File: src/rtl/layer_out_serializer.sv
// Captures a layer's parallel neuron outputs in one edge and streams them one word per beat
// with ready/valid back-pressure. Optional running arg-max is enabled by LAYER_SER_ARGMAX_EN.
module layer_out_serializer #(
    parameter int NN        = 30,
    parameter int dataWidth = 16,
    parameter int IDX_W     = 8
) (
    input  logic                      clk,
    input  logic                      rst,
    input  logic [NN-1:0]             i_valid,
    input  logic [NN*dataWidth-1:0]   i_data,
    input  logic                      o_ready,
    output logic                      o_valid,
    output logic [dataWidth-1:0]      o_data,
    output logic [IDX_W-1:0]          o_index,
    output logic                      o_last,
    output logic                      o_busy,
    output logic                      o_overrun,
`ifdef LAYER_SER_ARGMAX_EN
    output logic                      o_skew,
    output logic                      o_max_valid,
    output logic [IDX_W-1:0]          o_max_idx,
    output logic [dataWidth-1:0]      o_max_val
`else
    output logic                      o_skew
`endif
);

    localparam logic [0:0] S_IDLE = 1'b0;
    localparam logic [0:0] S_SEND = 1'b1;

    logic [0:0]                     state;
    logic [IDX_W-1:0]               idx;
    logic [NN-1:0][dataWidth-1:0]   mem;
    logic [dataWidth-1:0]           beat;
    logic                           last_idx, xfer, xfer_last, capture, drop;

    always_comb begin
        beat = '0;
        for (int n = 0; n < NN; n++)
            if (idx == IDX_W'(n)) beat = mem[n];
    end

    assign last_idx  = (idx == IDX_W'(NN - 1));
    assign xfer      = (state == S_SEND) && o_ready;
    assign xfer_last = xfer && last_idx;
    // A new vector is accepted when idle or exactly on the last-beat transfer (no bubble).
    assign capture   = i_valid[0] && ((state == S_IDLE) || xfer_last);
    assign drop      = i_valid[0] && !capture;

    always_ff @(posedge clk or negedge rst) begin
        if (!rst) begin
            state     <= S_IDLE;
            idx       <= '0;
            o_overrun <= 1'b0;
            o_skew    <= 1'b0;
        end else begin
            if (capture) begin
                state <= S_SEND;
                idx   <= '0;
            end else if (xfer_last) begin
                state <= S_IDLE;
                idx   <= '0;
            end else if (xfer) begin
                idx   <= idx + 1'b1;
            end
            if (drop)                          o_overrun <= 1'b1;
            if (capture && (i_valid != '1))    o_skew    <= 1'b1;
        end
    end

    // Packed layout of mem matches i_data: neuron n sits at [n*dataWidth +: dataWidth].
    always_ff @(posedge clk) begin
        if (capture) mem <= i_data;
    end

    assign o_valid = (state == S_SEND);
    assign o_busy  = o_valid;
    assign o_data  = o_valid ? beat : '0;
    assign o_index = idx;
    assign o_last  = o_valid && last_idx;

`ifdef LAYER_SER_ARGMAX_EN
    logic [dataWidth-1:0] run_max;
    logic [IDX_W-1:0]     run_idx;
    logic                 take;

    // Beat 0 seeds the maximum; strict compare keeps the lowest index on ties.
    assign take = (idx == '0) || ($signed(beat) > $signed(run_max));

    always_ff @(posedge clk or negedge rst) begin
        if (!rst) begin
            run_max     <= '0;
            run_idx     <= '0;
            o_max_valid <= 1'b0;
            o_max_idx   <= '0;
            o_max_val   <= '0;
        end else begin
            o_max_valid <= xfer_last;
            if (xfer && take) begin
                run_max <= beat;
                run_idx <= idx;
            end
            if (xfer_last) begin
                o_max_val <= take ? beat : run_max;
                o_max_idx <= take ? idx  : run_idx;
            end
        end
    end
`endif

endmodule

File: config.mk
export PLATFORM = sky130hd
export DESIGN_NAME = layer_out_serializer
export DESIGN_NICKNAME = d
export VERILOG_FILES = /design/src/rtl/layer_out_serializer.sv
export SDC_FILE = /design/constraint.sdc
export NUM_CORES = 1
export LEC_CHECK = 0
export CAP_MARGIN = 20
export CORE_AREA = 2 2 208 210
export DETAILED_ROUTE_END_ITERATION = 8
export DIE_AREA = 0 0 210 212
export PLACE_DENSITY = 0.88
export SYNTH_ARGS = -nofsm -noshare
export SYNTH_HDL_FRONTEND = slang
export SYNTH_SLANG_ARGS = --single-unit
File: constraint.sdc
create_clock -name clk -period 27 [get_ports clk]
set_clock_uncertainty 0.05 [all_clocks]
set_input_delay 5.4 -clock clk [delete_from_list [all_inputs] [get_ports clk]]
set_output_delay 5.4 -clock clk [all_outputs]
set_load 0.02 [all_outputs]
==> impl_metrics.tcl <==
set metrics [dict create \
    powerDensity_nw_per_um2 88.3 \
    cts.clk_slew.worst_paths_ns 0.07 \
    die_w_um 210 \
    syn_nets 1970 \
    critPathArrivalTime_ns 5.66 \
    vias_per_cell 6.54 \
    clock_tree.htree_level_count 2 \
    overflow 0 \
    port_buffers 541 \
    layout.nets 2492 \
    p_leak_uw 0.00922 \
    routedWlPerCell_um 32.0 \
    critical_path.endpoint_type "output port" \
    ioPinCount 542 \
    num_vias 16800 \
    worst_slew_pin_slew_ns 1.19 \
    cts_setup_buffers 0 \
    nFillCells 2973 \
    dpl.cell_count 2469 \
    synth_most_common_cell "edfxtp_1" \
    numCtsBuffers 49 \
    final-instance-count-excl-fill 2569 \
    critPathLaunchType "register" \
    synth.largest_area_cell "edfxtp_1" \
    path_max_fanout 29 \
    synth_seq_area_share_pct 71.6 \
    maxCapViolCount 0 \
    slew_violations 0 \
    path_class "reg2out" \
    cts_max_path_buffers 3 \
    place_area_um2 26400 \
    clock-root-buffer "clkbuf_16" \
    first_iter_violations 2672 \
    final_util_pct 66.0 \
    netlist_instances 1453 \
    design_area_um2 28000 \
    synth_top_area_share_pct 70.2 \
    syn_area_um2 20500 \
    grt_max_degree 203 \
    ys_seq_elements 491 \
    status "complete, no violations" \
    finalWeightedCongestion 1.04 \
    antenna_found_initial 9 \
    setup_viol 0 \
    tritoncts "done" \
    synth-edff-count 480 \
    syn_area_per_cell_um2 14.1 \
    fin_hold_ws_ns 0.406 \
    drc 0 \
    ant_nets 0 \
    fin_crit_sh_pct 41.1 \
    crit_required_ns 21.55 \
    cts_resized 0 \
    hold_buffers 0 \
    async_flop_share_pct 2.24 \
    holdCritPathClass "reg2reg" \
    die_h_um 212 \
    grt_pass1_vias 16700 \
    rsz0062_at_grt "false" \
    drive_above_1_share_pct 7.19 \
    drt-total-wl_mm 82.1 \
    clkSinkCount 491 \
    grt_usage_pct 36.3 \
    hpwl_mm 61.1 \
    grt_pass1_wl_mm 115 \
    die_area_um2 44500 \
    initial_core_util_pct 48.3 \
    final.setup.tns_ns 0 \
    synthDistinctLibCells 86 \
    yosys-top-cells-count "edfxtp_1 (480), nand2_1 (94), a21oi_1 (87)" \
    yosys-top-cells-area "edfxtp_1 (70%), a21oi_1 (2.1%), nand2_1 (1.7%)" \
    period_needed_ns 11.11 \
    ys_warn_count 0 \
    row_count 76 \
    core_um2 42500 \
    fmax_mhz 90.0 \
    hold_viol 0 \
    vdd_drop_max_v 0.0000672 \
    insertion_delay_ns 0.61 \
    ys.flop_type "edfxtp_1" \
    drtPass1Iterations 5 \
    area_growth_pct 36.6 \
    relSlewSlack_pct 20.8 \
]
path summary, 6_finish.rpt:
kind                             from          to  slack [ns]  cells past startpoint
setup / recovery           o_index[3]  o_data[14]       15.89                      7
hold / removal                 o_skew      o_skew        0.41                      1
setup reg to reg           o_index[3]    mem[213]       21.66                      6
hold reg to reg                o_skew      o_skew        0.41                      1
max in group asynchronous         rst  o_index[0]       21.42                      1
min in group asynchronous         rst  o_index[3]        5.11                      1
final cells by class:
class	instances	area, um^2	share of cell area, %
Tap cell	546	683	2.44
Antenna cell	7	17.5	0.0625
Inverter	10	37.5	0.134
Sequential cell	491	14700	52.4
Clock inverter	35	307	1.09
Timing Repair Buffer	564	5630	20.1
Clock buffer	57	1290	4.59
Multi-Input combinational cell	859	5390	19.2
per-layer routing:
metal	part of all wire, %	global-route usage [%]	vias up
li1	-	-	6931
met1	35	46.4	8094
met2	46	57.9	1500
met3	12	8.55	264
met4	6.3	19.8	4
met5	0.030	0	-
registers in the layout (all words and copies together), names as in the netlist:
signal / flops
o_index: 8
o_skew: 1
o_overrun: 1
o_busy: 1
mem: 480
worst max-delay path, stage by stage (launching register included):
cell,delay [ns]
dfrtp_1,1.11
and2_1,0.75
nand3_1,0.80
nor2_1,0.88
o2bb2ai_1,0.29
o221ai_1,0.22
a21oi_1,0.30
clkdlybuf4s50_1,0.69
cell families (layout without fill, tap and decap cells):
| logic type | Yosys count | in the layout | synth area share [%] |
|---|---|---|---|
| buffers and inverters | 103 | 666 | 2.32 |
| xor gates and xnor gates | 6 | 6 | 0.256 |
| adders and majority gates | 4 | 4 | 0.244 |
| other | 0 | 7 | 0 |
| muxes | 1 | 1 | 0.0488 |
| DFF | 491 | 491 | 71.6 |
| AOI/OAI and AO/OA | 441 | 441 | 14.9 |
| and+or+nand+nor | 407 | 407 | 10.6 |
cells in the final DEF, fill, tap and decap left out, types with 6 or more instances in the layout:
| cell type | Yosys | layout |
|---|---|---|
| a2111oi_0 | 10 | 10 |
| a211o_1 | 11 | 11 |
| a211oi_1 | 18 | 18 |
| a21o_1 | 10 | 10 |
| a21oi_1 | 87 | 87 |
| a221oi_1 | 24 | 24 |
| a22oi_1 | 16 | 16 |
| a31oi_1 | 23 | 23 |
| and2_1 | 6 | 6 |
| and3_1 | 11 | 11 |
| buf_4 | 5 | 20 |
| clkbuf_1 | 54 | 6 |
| clkbuf_16 | 0 | 50 |
| clkdlybuf4s50_1 | 0 | 541 |
| clkinv_1 | 0 | 14 |
| clkinv_2 | 0 | 9 |
| dfrtp_1 | 11 | 11 |
| diode_2 | 0 | 7 |
| edfxtp_1 | 480 | 480 |
| inv_1 | 10 | 10 |
| nand2_1 | 94 | 94 |
| nand2b_1 | 9 | 9 |
| nand3_1 | 63 | 63 |
| nand4_1 | 20 | 20 |
| nor2_1 | 86 | 86 |
| nor2_2 | 8 | 8 |
| nor3_1 | 31 | 31 |
| nor3_2 | 9 | 9 |
| nor4_1 | 14 | 14 |
| o2111ai_1 | 7 | 7 |
| o211ai_1 | 19 | 19 |
| o21ai_0 | 66 | 66 |
| o221a_2 | 6 | 6 |
| o221ai_1 | 20 | 20 |
| o22ai_1 | 40 | 40 |
| o31ai_1 | 13 | 13 |
| or3_1 | 8 | 8 |
report_power, final:
part / leakage (uW) / internal [uW] / switching [uW] / total (uW)
logic: 0.00399 / 319 / 590 / 908
clock network: 0.000780 / 382 / 298 / 681
registers: 0.00445 / 862 / 26.3 / 888
per-stage QoR:
step | setup WS (ns) | power, uW
after floorplan | 8.42 | 1370
after CTS | 16.03 | 2440
after global routing | 15.89 | 2530
final | 15.89 | 2480
after global placement | 16.90 | 1760
after detailed placement | 16.79 | 1770
Power figures use the tool's default switching activity.
